<file path="src/rtl/i2s_pkg.sv">
// Shared encodings and types for the I2S receive path: serial standard
// codes, word-size codes, capture FSM states and the stored L/R frame.
package i2s_pkg;

  localparam logic [1:0] I2S_PHILIPS = 2'b00;
  localparam logic [1:0] I2S_LJ      = 2'b01;

  localparam logic [1:0] WS_16 = 2'b00;
  localparam logic [1:0] WS_32 = 2'b01;

  typedef enum logic [1:0] {
    SYNC  = 2'd0,
    ARM   = 2'd1,
    SHIFT = 2'd2,
    WAIT  = 2'd3
  } rx_state_t;

  typedef struct packed {
    logic [31:0] L;
    logic [31:0] R;
  } frame_t;

endpackage

</file>
<file path="src/rtl/i2s_rx_fifo_if.sv">
// Bundle of configuration, serial pins and FIFO read side of the I2S
// receiver. slave = the receiver, master = the driver/consumer.
interface i2s_rx_fifo_if #(
  parameter int DEPTH = 4
);
  localparam int PTR_W = $clog2(DEPTH);

  logic             en;
  logic             stereo;
  logic [1:0]       standard;
  logic [1:0]       word_size;
  logic             sck;
  logic             ws;
  logic             sd;
  logic             ren;
  logic             clr_err;
  logic [31:0]      doutL;
  logic [31:0]      doutR;
  logic             full;
  logic             empty;
  logic [PTR_W:0]   level;
  logic             overrun;
  logic             frame_err;

  modport slave (
    input  en, stereo, standard, word_size, sck, ws, sd, ren, clr_err,
    output doutL, doutR, full, empty, level, overrun, frame_err
  );

  modport master (
    output en, stereo, standard, word_size, sck, ws, sd, ren, clr_err,
    input  doutL, doutR, full, empty, level, overrun, frame_err
  );

endinterface

</file>
<file path="src/rtl/i2s_rx_sync.sv">
// Brings the asynchronous sck/ws/sd pins into the wclk domain and produces
// a one-cycle sample strobe three wclk cycles after each sck rise, with
// ws/sd registered alongside it so all three line up.
module i2s_rx_sync (
  input  logic wclk,
  input  logic rst,
  input  logic sck_i,
  input  logic ws_i,
  input  logic sd_i,
  output logic ws_s_o,
  output logic sd_s_o,
  output logic sample_en_o
);

  logic [2:0] sck_q;
  logic [1:0] ws_q;
  logic [1:0] sd_q;
  logic       ws_s_q;
  logic       sd_s_q;
  logic       sample_en_q;

  // Two-flop synchronizers; sck keeps one extra history flop for edge detect
  always_ff @(posedge wclk) begin
    if (rst) begin
      sck_q <= '0;
      ws_q  <= '0;
      sd_q  <= '0;
    end else begin
      sck_q <= {sck_q[1:0], sck_i};
      ws_q  <= {ws_q[0], ws_i};
      sd_q  <= {sd_q[0], sd_i};
    end
  end

  // Registered rise pulse with ws/sd captured on the same edge
  always_ff @(posedge wclk) begin
    if (rst) begin
      sample_en_q <= 1'b0;
      ws_s_q      <= 1'b0;
      sd_s_q      <= 1'b0;
    end else begin
      sample_en_q <= sck_q[1] & ~sck_q[2];
      ws_s_q      <= ws_q[1];
      sd_s_q      <= sd_q[1];
    end
  end

  assign ws_s_o      = ws_s_q;
  assign sd_s_o      = sd_s_q;
  assign sample_en_o = sample_en_q;

endmodule

</file>
<file path="src/rtl/i2s_rx_fifo.sv">
// I2S receiver: oversampled serial capture (Philips or left-justified,
// 16/32-bit, stereo or mono), L/R frame assembly and a first-word
// fall-through frame FIFO for the parallel consumer.
// Build option: define RX_SIGN_EXT_EN to sign-extend 16-bit words into
// [31:16]; otherwise the upper half of a 16-bit word is zero.
module i2s_rx_fifo
  import i2s_pkg::*;
#(
  parameter int DEPTH = 4
) (
  input  logic          wclk,
  input  logic          rst,
  i2s_rx_fifo_if.slave  bus
);

  localparam int PTR_W = $clog2(DEPTH);
  localparam logic [PTR_W:0] PTR_ONE = (PTR_W+1)'(1);

  // Place a raw 16-bit word into a 32-bit slot; 32-bit words pass through.
  function automatic logic [31:0] fit_word(input logic [31:0] raw,
                                           input logic half);
    logic [31:0] w;
    w = raw;
    if (half) begin
`ifdef RX_SIGN_EXT_EN
      w = {{16{raw[15]}}, raw[15:0]};
`else
      w = {16'h0000, raw[15:0]};
`endif
    end
    return w;
  endfunction

  logic ws_s;
  logic sd_s;
  logic sample_en;

  i2s_rx_sync u_sync (
    .wclk        (wclk),
    .rst         (rst),
    .sck_i       (bus.sck),
    .ws_i        (bus.ws),
    .sd_i        (bus.sd),
    .ws_s_o      (ws_s),
    .sd_s_o      (sd_s),
    .sample_en_o (sample_en)
  );

  rx_state_t   state_q, state_d;
  logic [30:0] shreg_q, shreg_d;
  logic [5:0]  bitcnt_q, bitcnt_d;
  logic        chan_q, chan_d;
  logic [31:0] stage_q, stage_d;
  logic        ws_prev_q;

  logic        is16;
  logic        lj;
  logic        ws_edge;
  logic        last_bit;
  logic [31:0] raw_word;
  logic [31:0] word;
  logic        start;
  logic        word_done;
  logic        push;
  frame_t      push_frame;
  logic        ferr_set;

  assign is16     = (bus.word_size == WS_16);
  assign lj       = (bus.standard != I2S_PHILIPS);
  assign ws_edge  = (ws_s != ws_prev_q);
  assign last_bit = (bitcnt_q == (is16 ? 6'd15 : 6'd31));
  assign raw_word = {shreg_q, sd_s};
  assign word     = fit_word(raw_word, is16);

  // ws seen at the previous sample, used for edge detection
  always_ff @(posedge wclk) begin
    if (rst)            ws_prev_q <= 1'b0;
    else if (sample_en) ws_prev_q <= ws_s;
  end

  // Capture FSM state and datapath registers
  always_ff @(posedge wclk) begin
    if (rst) begin
      state_q  <= SYNC;
      shreg_q  <= '0;
      bitcnt_q <= '0;
      chan_q   <= 1'b0;
      stage_q  <= '0;
    end else begin
      state_q  <= state_d;
      shreg_q  <= shreg_d;
      bitcnt_q <= bitcnt_d;
      chan_q   <= chan_d;
      stage_q  <= stage_d;
    end
  end

  // Next-state: word framing, bit shifting, frame assembly and push request
  always_comb begin
    state_d    = state_q;
    shreg_d    = shreg_q;
    bitcnt_d   = bitcnt_q;
    chan_d     = chan_q;
    stage_d    = stage_q;
    start      = 1'b0;
    word_done  = 1'b0;
    push       = 1'b0;
    push_frame = '0;
    ferr_set   = 1'b0;

    if (!bus.en) begin
      state_d  = SYNC;
      stage_d  = '0;
      shreg_d  = '0;
      bitcnt_d = '0;
    end else if (sample_en) begin
      unique case (state_q)
        SYNC: begin
          if (!bus.stereo) begin
            state_d  = SHIFT;
            shreg_d  = '0;
            bitcnt_d = '0;
          end else if (ws_edge && !ws_s) begin
            start = 1'b1;
          end
        end
        ARM: begin
          state_d  = SHIFT;
          shreg_d  = {30'd0, sd_s};
          bitcnt_d = 6'd1;
        end
        SHIFT: begin
          if (last_bit) begin
            // In Philips mode the next ws edge lands on this LSB sample
            word_done = 1'b1;
            state_d   = WAIT;
            if (bus.stereo && ws_edge) start = 1'b1;
          end else if (bus.stereo && ws_edge) begin
            // Word cut short: drop it and only resynchronise on a left word
            ferr_set = 1'b1;
            shreg_d  = '0;
            bitcnt_d = '0;
            if (!ws_s) start = 1'b1;
            else       state_d = SYNC;
          end else begin
            shreg_d  = raw_word[30:0];
            bitcnt_d = bitcnt_q + 6'd1;
          end
        end
        WAIT: begin
          if (!bus.stereo) begin
            state_d  = SHIFT;
            shreg_d  = '0;
            bitcnt_d = '0;
          end else if (ws_edge) begin
            start = 1'b1;
          end
        end
        default: state_d = SYNC;
      endcase

      // New word: left-justified takes the MSB now, Philips one sample later
      if (start) begin
        chan_d = ws_s;
        if (lj) begin
          state_d  = SHIFT;
          shreg_d  = {30'd0, sd_s};
          bitcnt_d = 6'd1;
        end else begin
          state_d  = ARM;
          shreg_d  = '0;
          bitcnt_d = '0;
        end
      end

      if (word_done) begin
        if (!bus.stereo) begin
          push         = 1'b1;
          push_frame.L = word;
          push_frame.R = '0;
        end else if (!chan_q) begin
          stage_d = word;
        end else begin
          push         = 1'b1;
          push_frame.L = stage_q;
          push_frame.R = word;
        end
      end
    end
  end

  logic [PTR_W:0] wr_ptr_q;
  logic [PTR_W:0] rd_ptr_q;
  frame_t         mem_q [DEPTH];
  logic           full;
  logic           empty;
  logic           pop;
  logic           wr_ok;
  logic           overrun_q;
  logic           frame_err_q;

  assign empty = (wr_ptr_q == rd_ptr_q);
  assign full  = (wr_ptr_q[PTR_W] != rd_ptr_q[PTR_W]) &&
                 (wr_ptr_q[PTR_W-1:0] == rd_ptr_q[PTR_W-1:0]);
  assign pop   = bus.ren && !empty;
  // A simultaneous pop frees the head slot, which is the slot being written
  assign wr_ok = push && (!full || pop);

  // Frame storage, cleared on reset so the outputs read zero
  always_ff @(posedge wclk) begin
    if (rst) begin
      for (int i = 0; i < DEPTH; i++) mem_q[i] <= '0;
    end else if (wr_ok) begin
      mem_q[wr_ptr_q[PTR_W-1:0]] <= push_frame;
    end
  end

  // Pointers and sticky error flags; a new error wins over clr_err
  always_ff @(posedge wclk) begin
    if (rst) begin
      wr_ptr_q    <= '0;
      rd_ptr_q    <= '0;
      overrun_q   <= 1'b0;
      frame_err_q <= 1'b0;
    end else begin
      if (wr_ok) wr_ptr_q <= wr_ptr_q + PTR_ONE;
      if (pop)   rd_ptr_q <= rd_ptr_q + PTR_ONE;
      if (push && !wr_ok)   overrun_q <= 1'b1;
      else if (bus.clr_err) overrun_q <= 1'b0;
      if (ferr_set)         frame_err_q <= 1'b1;
      else if (bus.clr_err) frame_err_q <= 1'b0;
    end
  end

  assign bus.doutL     = mem_q[rd_ptr_q[PTR_W-1:0]].L;
  assign bus.doutR     = mem_q[rd_ptr_q[PTR_W-1:0]].R;
  assign bus.full      = full;
  assign bus.empty     = empty;
  assign bus.level     = wr_ptr_q - rd_ptr_q;
  assign bus.overrun   = overrun_q;
  assign bus.frame_err = frame_err_q;

endmodule

</file>
<file path="src/flat_wrapper.sv">
// flat-port wrapper written by rule: the top's interface ports become plain ports
module i2s_rx_fifo_flat import i2s_pkg::*;
#(
  parameter int DEPTH = 4
)
  (wclk, rst, bus_en, bus_stereo, bus_standard, bus_word_size, bus_sck, bus_ws, bus_sd, bus_ren, bus_clr_err, bus_doutL, bus_doutR, bus_full, bus_empty, bus_level, bus_overrun, bus_frame_err);
  i2s_rx_fifo_if #(.DEPTH(DEPTH)) bus_i ();
  input  logic wclk;
  input  logic rst;
  input wire logic [$bits(bus_i.en)-1:0] bus_en;
  input wire logic [$bits(bus_i.stereo)-1:0] bus_stereo;
  input wire logic [$bits(bus_i.standard)-1:0] bus_standard;
  input wire logic [$bits(bus_i.word_size)-1:0] bus_word_size;
  input wire logic [$bits(bus_i.sck)-1:0] bus_sck;
  input wire logic [$bits(bus_i.ws)-1:0] bus_ws;
  input wire logic [$bits(bus_i.sd)-1:0] bus_sd;
  input wire logic [$bits(bus_i.ren)-1:0] bus_ren;
  input wire logic [$bits(bus_i.clr_err)-1:0] bus_clr_err;
  output wire logic [$bits(bus_i.doutL)-1:0] bus_doutL;
  output wire logic [$bits(bus_i.doutR)-1:0] bus_doutR;
  output wire logic [$bits(bus_i.full)-1:0] bus_full;
  output wire logic [$bits(bus_i.empty)-1:0] bus_empty;
  output wire logic [$bits(bus_i.level)-1:0] bus_level;
  output wire logic [$bits(bus_i.overrun)-1:0] bus_overrun;
  output wire logic [$bits(bus_i.frame_err)-1:0] bus_frame_err;
  assign bus_i.en = bus_en;
  assign bus_i.stereo = bus_stereo;
  assign bus_i.standard = bus_standard;
  assign bus_i.word_size = bus_word_size;
  assign bus_i.sck = bus_sck;
  assign bus_i.ws = bus_ws;
  assign bus_i.sd = bus_sd;
  assign bus_i.ren = bus_ren;
  assign bus_i.clr_err = bus_clr_err;
  assign bus_doutL = bus_i.doutL;
  assign bus_doutR = bus_i.doutR;
  assign bus_full = bus_i.full;
  assign bus_empty = bus_i.empty;
  assign bus_level = bus_i.level;
  assign bus_overrun = bus_i.overrun;
  assign bus_frame_err = bus_i.frame_err;
  i2s_rx_fifo #(.DEPTH(DEPTH)) u_core (.wclk(wclk), .rst(rst), .bus(bus_i));
endmodule
</file>
<file path="config.mk">
export PLATFORM = sky130hd
export DESIGN_NAME = i2s_rx_fifo_flat
export DESIGN_NICKNAME = d
export VERILOG_FILES = /design/src/rtl/i2s_pkg.sv /design/src/rtl/i2s_rx_fifo_if.sv /design/src/rtl/i2s_rx_sync.sv /design/src/rtl/i2s_rx_fifo.sv /design/src/flat_wrapper.sv
export SDC_FILE = /design/constraint.sdc
export NUM_CORES = 1
export LEC_CHECK = 0
export CORE_MARGIN = 8
export CORE_UTILIZATION = 60
export DETAILED_ROUTE_END_ITERATION = 6
export GPL_ROUTABILITY_DRIVEN = 0
export GPL_TIMING_DRIVEN = 0
export PLACE_DENSITY = 0.88
export SLEW_MARGIN = 20
export SYNTH_ARGS = -nofsm -noshare
export SYNTH_HDL_FRONTEND = slang
export SYNTH_SLANG_ARGS = --single-unit
</file>
<file path="constraint.sdc">
create_clock -name wclk -period 8.13 [get_ports wclk]
set_input_delay 1.2195 -clock wclk [delete_from_list [all_inputs] [get_ports wclk]]
set_output_delay 1.2195 -clock wclk [all_outputs]
set_load 0.05 [all_outputs]
</file>
==> results.md <==
- Largest family of logic cells by synthesized area: simple AND/OR/NAND/NOR gates
- Critical Path Source Type: register
- Row count: between 50 and 60
- Post-synth EDFFs: 256
- VDD IR-drop max: about 150 uV
- Vias in the first global route: 10909
- CTS Hold Buffers Added: 0
- Initial core utilization: 0.610
- Total CTS buffers: 35
- Pwr Density: 211 nW/um^2
- Post-Synth Adder-Cell Area: 0.00863
- Setup bufs post-CTS: 0
- Maximum clock insertion buffer count: 3
- Diode count: 0
- Critical path capture point type: primary output
- Post-Syn Instances: 1231
- Most common cell after layout, fill and taps aside: edfxtp_1
- Clk pin slew, worst setup/hold paths: roughly 0.06 ns
- Crit Path Class: register to primary output
- Initial DRT Pass Iterations: 5
- CP top delay family: buffers and inverters
- Mux share of post-synthesis cell area: 0.0964
- Final std cells w/o fill: 1713
- Most frequent cells in the layout: edfxtp_1 (256), nor2_1 (174), nand2_1 (115)
- H-tree Lvls: 2
- Final Core Density: 0.711
- WP buf/inv: 3
- DP HPWL: 25.2 mm
- Routed vias: approximately 11000
- Final Critical Period: 4.56 ns
- Routed vias/inst: approximately 6.4
- Fin. Hold Viols: 0
- YS warnings: 0
- P_leak: ~6.1 nW
- GRT overflow: 0
- WL per Instance: between 20 and 25 microns
- IO Pins: 84
- Cells along the critical path: clkbuf_1 > clkbuf_1 > mux4_2 > clkdlybuf4s50_1
- Worst-path maximum fanout: 10
- Area of the multi-input gates: 5160 sq um
- Synth Area in Compound Gates: 0.0782
- Area Overhead vs Synth: 16.6%
- Post-route DRC: 0
- Hold Crit Class: register to register
- Max Cap Viol: 0
- Initial drt markers: 1455
- Synth Area in XOR/XNOR: 0.00399
- Sequential element share of the synthesized area: 0.622
- Unrepaired setup endpoints after global routing: no
- Flop and latch count out of synthesis: 349
- Sink Count: ~350
- Chip Width: 176 microns
- Slowest-stage cell, CP: clkdlybuf4s50_1
- Data arrival, critical path: 3.34 ns
- Syn_nets: 1254
- CTS tree: built
- Prevailing post-synth register cell: edfxtp_1
- Post-CTS Resized: 0
- Antenna violations before repair: 0
- Slowest stage delay, CP: 0.83 ns
- First-pass GRT wire length: 59.9 mm
- Synthesized area per cell: around 12 sq um
- Fraction of registers with async set/reset: 0
- Fmax: 219 MHz
- Dpl cells: 1649
- Slew @ Worst Pin: 0.974 ns
- Largest net degree at the start of global routing: 48
- DIE AREA: slightly above 30000 sq um
- Antenna viol nets, final: 0
- CP required: 6.91 ns
- Post-layout net count: 1379
- Overall power: ~3.8 mW
- Core Box Area: 25200 sq um
- Port buffer count: 82
- FF+latch area: around 9500 sq um
- Final setup violation count: 0
- Outcome: finished, final reports clean
- Share of cells above drive strength 1: 0.141
- Rel. slew slack: 0.345
- # fillers: 1529
- Clock skew: roughly 0.017 ns
- Yosys cell types: 68
- Simple-gate share of the synthesized area: 0.146
- Hold_ws: 0.388 ns
- Final wirelength: 38.7 mm
- Die height: 176 microns
- Clock Tree Root: clkbuf_16
- Clk Latency, worst-skew pair: 0.52 ns
- Slew Viols, Final: 0
- Critical Path Most Common Cell: clkbuf_1
- Mapped Area: 15400 sq um
- Gr usage total: 0.247
- Final period util: 0.561
-- routing by layer --
metal | wire length [microns] | track usage | part of all wire | vias up
met5 | 0 | 0 | 0 | -
met4 | 1980 | 0.113 | 0.051 | 0
met3 | 3600 | 0.0427 | 0.093 | 166
met2 | 19000 | 0.409 | 0.49 | 740
met1 | 14100 | 0.314 | 0.36 | 5295
li1 | - | - | - | 4750
-- kinds of logic after synthesis --
kind of cell               Yosys count
and+or+nand+nor                    482
DFF                                349
AOI/OAI and AO/OA                  168
buffers and inverters              147
muxes                               68
adders and majority gates           10
xor gates and xnor gates             7
-- state kept, by name (all words and copies together), names as in the netlist, 2 cells and up, named ones only --
| signal | cells |
|---|---|
| u_core.bitcnt_q | 6 |
| u_core.mem_q | 256 |
| u_core.rd_ptr_q | 3 |
| u_core.shreg_q | 31 |
| u_core.stage_q | 32 |
| u_core.state_q | 2 |
| u_core.u_sync.sck_q | 3 |
| u_core.u_sync.sd_q | 2 |
| u_core.u_sync.ws_q | 2 |
| u_core.wr_ptr_q | 3 |
-- synthesized netlist by cell type (all sizes together), types with 5 or more instances --
cell type  number  share of area
edfxtp        256           0.50
nor2          175          0.043
nand2         118          0.029
dfxtp          93           0.12
nand3          73          0.024
a21oi          69          0.022
mux4           64          0.094
inv            53          0.013
buf            50          0.021
clkbuf         43          0.011
and2           42          0.017
o2111ai        36          0.022
and3           27          0.011
a22o           16         0.0091
nor2b          13         0.0053
a22oi          12         0.0059
nand2b         12         0.0049
ha              9         0.0073
o21ai           9         0.0029
nor3            6         0.0037
a31oi           5         0.0030
-- through the flow --
step,setup TNS [ns],instance area (sq um),worst slack (ns)
detailed placement,0,16800,3.76
global placement,-178.54,16600,-2.79
finish,0,17900,3.57
floorplan,0,15400,1.15
CTS,0,17900,3.61
global route,0,17900,3.53
-- final cells by class --
class,instances,area share
clock buffers,57,0.0601
plain buffers,93,0.0270
repair buffers,88,0.0542
flip-flops and latches,349,0.533
inverters,54,0.0113
well taps,330,0.0231
clock inverters,7,0.00286
multi-input cells,735,0.288
-- worst register-to-register path, cell delays in order (launching register included) --
cell and delay (ns):
dfxtp_1 0.33, clkbuf_1 0.28, inv_1 0.16, ha_1 0.32, nand2_1 0.14, o31ai_2 0.40, nor2_4 0.11, nand3_1 0.27
buf_2 0.36, buf_4 0.27, nand2_4 0.31, buf_12 0.34
-- final timing paths --
path | to | cells after the start | from | slack, ns
worst min-delay path | u_core.u_sync.sample_en_o$_SDFF_PP0_ | 1 | u_core.u_sync.sck_q[2]$_SDFF_PP0_ | 0.39
worst max register to register | u_core.mem_q[1][61]$_SDFFCE_PN0P_ | 11 | u_core.wr_ptr_q[0]$_SDFFE_PP0P_ | 4.56
worst max-delay path | bus_doutR[26] | 4 | register | 3.57
worst min register to register | u_core.u_sync.sample_en_o$_SDFF_PP0_ | 1 | u_core.u_sync.sck_q[2]$_SDFF_PP0_ | 0.39
-- report_power, final --
| group | total [mW] | internal (mW) | switching, mW |
|---|---|---|---|
| sequential | 1.99 | 1.97 | 0.0205 |
| combinational | 0.207 | 0.0678 | 0.139 |
| clock | 1.58 | 0.911 | 0.669 |
| total | 3.78 | 2.95 | 0.829 |
Note: power is estimated with default switching activity, not from simulation.
==> patch, RTL diff (config.mk and constraints unchanged) <==
The option `RX_SIGN_EXT_EN` is turned on by a define.
--- a/src/rtl/i2s_rx_fifo.sv
+++ b/src/rtl/i2s_rx_fifo.sv
@@ -3,6 +3,8 @@
 // fall-through frame FIFO for the parallel consumer.
 // Build option: define RX_SIGN_EXT_EN to sign-extend 16-bit words into
 // [31:16]; otherwise the upper half of a 16-bit word is zero.
+`define RX_SIGN_EXT_EN
+
 module i2s_rx_fifo
   import i2s_pkg::*;
 #(
Check against the original RTL: no difference found for any inputs over 4 cycles, from zero or initial values and one cycle with rst high; that may be too few to reach the edited logic, so the function may still have changed.
==> patch against the original RTL <==
Count of clock-buffer cells in the layout is 8 lower; worst setup slack got worse by 0.38 ns; clock skew decreased by 0.0071 ns; non-clock buffer count is 2 lower; final area shrank 1.3%; die area decreased by 1.3%; wire length shrank 6.0%; sequential power hardly changed; critical path depth is the same; area after synthesis is 1.4% lower; largest cell class unchanged; highest routed layer unchanged; first-iteration DRC count down 5.9%; sequential cell count is the same; total power increased by 0.87%.
==> patch: results <==
{
  "syn_nets": 1276,
  "reg2reg_slack_ns": 4.40,
  "critPathKind": "reg -> out",
  "grtUsageTotal_pct": 23.7,
  "r2r-end": "u_core.mem_q[2][3]$_SDFFCE_PN0P_",
  "yosysMostFrequentCell": "nor2_1",
  "ys_top_cells_by_area": "edfxtp_1, dfxtp_1, mux4_2",
  "run_status": "finished, final reports clean",
  "crit_path_end": "bus_doutR[21]",
  "whs_ns": 0.382,
  "grt_pass1_vias": 10700,
  "dp_hpwl_um": 24000,
  "synth_adder_area_share_pct": 0.876,
  "ff2ff_path_depth": 10,
  "drt-total-wl_um": 36400,
  "ctsHtreeMaxLevel": 2,
  "synthMuxAreaShare_pct": 10.8,
  "placed_area_um2": 16500,
  "synth_xor_area_share_pct": 0.347,
  "dp_slack_ns": 3.14,
  "hold-path-endpoint": "u_core.u_sync.sample_en_o$_SDFF_PP0_",
  "grt_pass1_wl_um": 57200,
  "vias_per_cell": 6.13,
  "drtIter0Drc": 1369,
  "peakVddDrop_mv": 0.143,
  "tritoncts.num_buffers": 36,
  "synth_seq_area_share_pct": 63.1,
  "crit_slowest_cell": "buf_1",
  "io_buffers": 81,
  "synth.distinct_cells": 50,
  "worstPathArrival_ns": 3.72,
  "antenna_found_initial": 0,
  "synth-compound-area-share_pct": 6.29,
  "p_leak_nw": 5.80,
  "drive_gt1_share_pct": 10.3,
  "clock_skew_ns": 0.00977,
  "period_needed_ns": 4.94,
  "final-instance-count-excl-fill": 1732,
  "tightest_slew_ns": 0.990,
  "synth_commonest_cells": "nor2_1, edfxtp_1, nand2_1",
  "slowest_delay_ns": 0.80,
  "diodes": 0,
  "drt_first_pass_iters": 6,
  "avgSynthCellArea_um2": 12.1,
  "grt_max_degree": 46,
  "r2r_start": "u_core.bitcnt_q[0]$_SDFFE_PP0P_",
  "nets": 1399,
  "hp-class": "reg -> reg"
}
patch: cell count changes in the layout (fill, tap and decap cells not counted), moves of 18 or more:
| cell | before | now |
|---|---|---|
| nand3_1 | 73 | 55 |
| o211ai_1 | 1 | 32 |
| buf_2 | 34 | 2 |
| o2111ai_1 | 35 | 0 |
| clkbuf_1 | 51 | 74 |
| and2_1 | 42 | 1 |
| and3_1 | 27 | 2 |
| or3_1 | 1 | 22 |
| nand2_1 | 115 | 90 |
| nor2_1 | 174 | 269 |
patch: cell type report:
cell class	instances	area, um2
fill	1600	7300
clock inverter	15	149
clock buffer	49	1010
buffer	94	445
inverter	60	225
tap	330	413
sequential	349	9550
multi-input combinational	750	4960
timing repair buffer	85	913
patch: critical path, delay by kind of cell, from the launching register on:
kind / cells / cell delay [ns]
buffers and inverters: 3 / 2.26
multiplexers: 1 / 0.63
flip-flops: 1 / 0.31
patch: kinds of logic after synthesis:
family | Yosys count
mux | 84
buf+inv | 154
flops | 349
simple gates | 501
fa+ha+maj | 10
compound gates | 149
xor+xnor | 6
patch: per-layer routing:
metal | track usage (%) | share of wire [%] | vias up
met5 | 0 | 0 | -
met4 | 9.50 | 3.6 | 0
met3 | 4.47 | 10 | 94
met2 | 38.7 | 49 | 637
met1 | 31.0 | 38 | 5158
li1 | - | - | 4727
patch: power breakdown:
part / switching (mW) / total [mW] / internal [mW]
logic: 0.131 / 0.196 / 0.0648
clock network: 0.658 / 1.63 / 0.968
registers: 0.0187 / 1.99 / 1.97
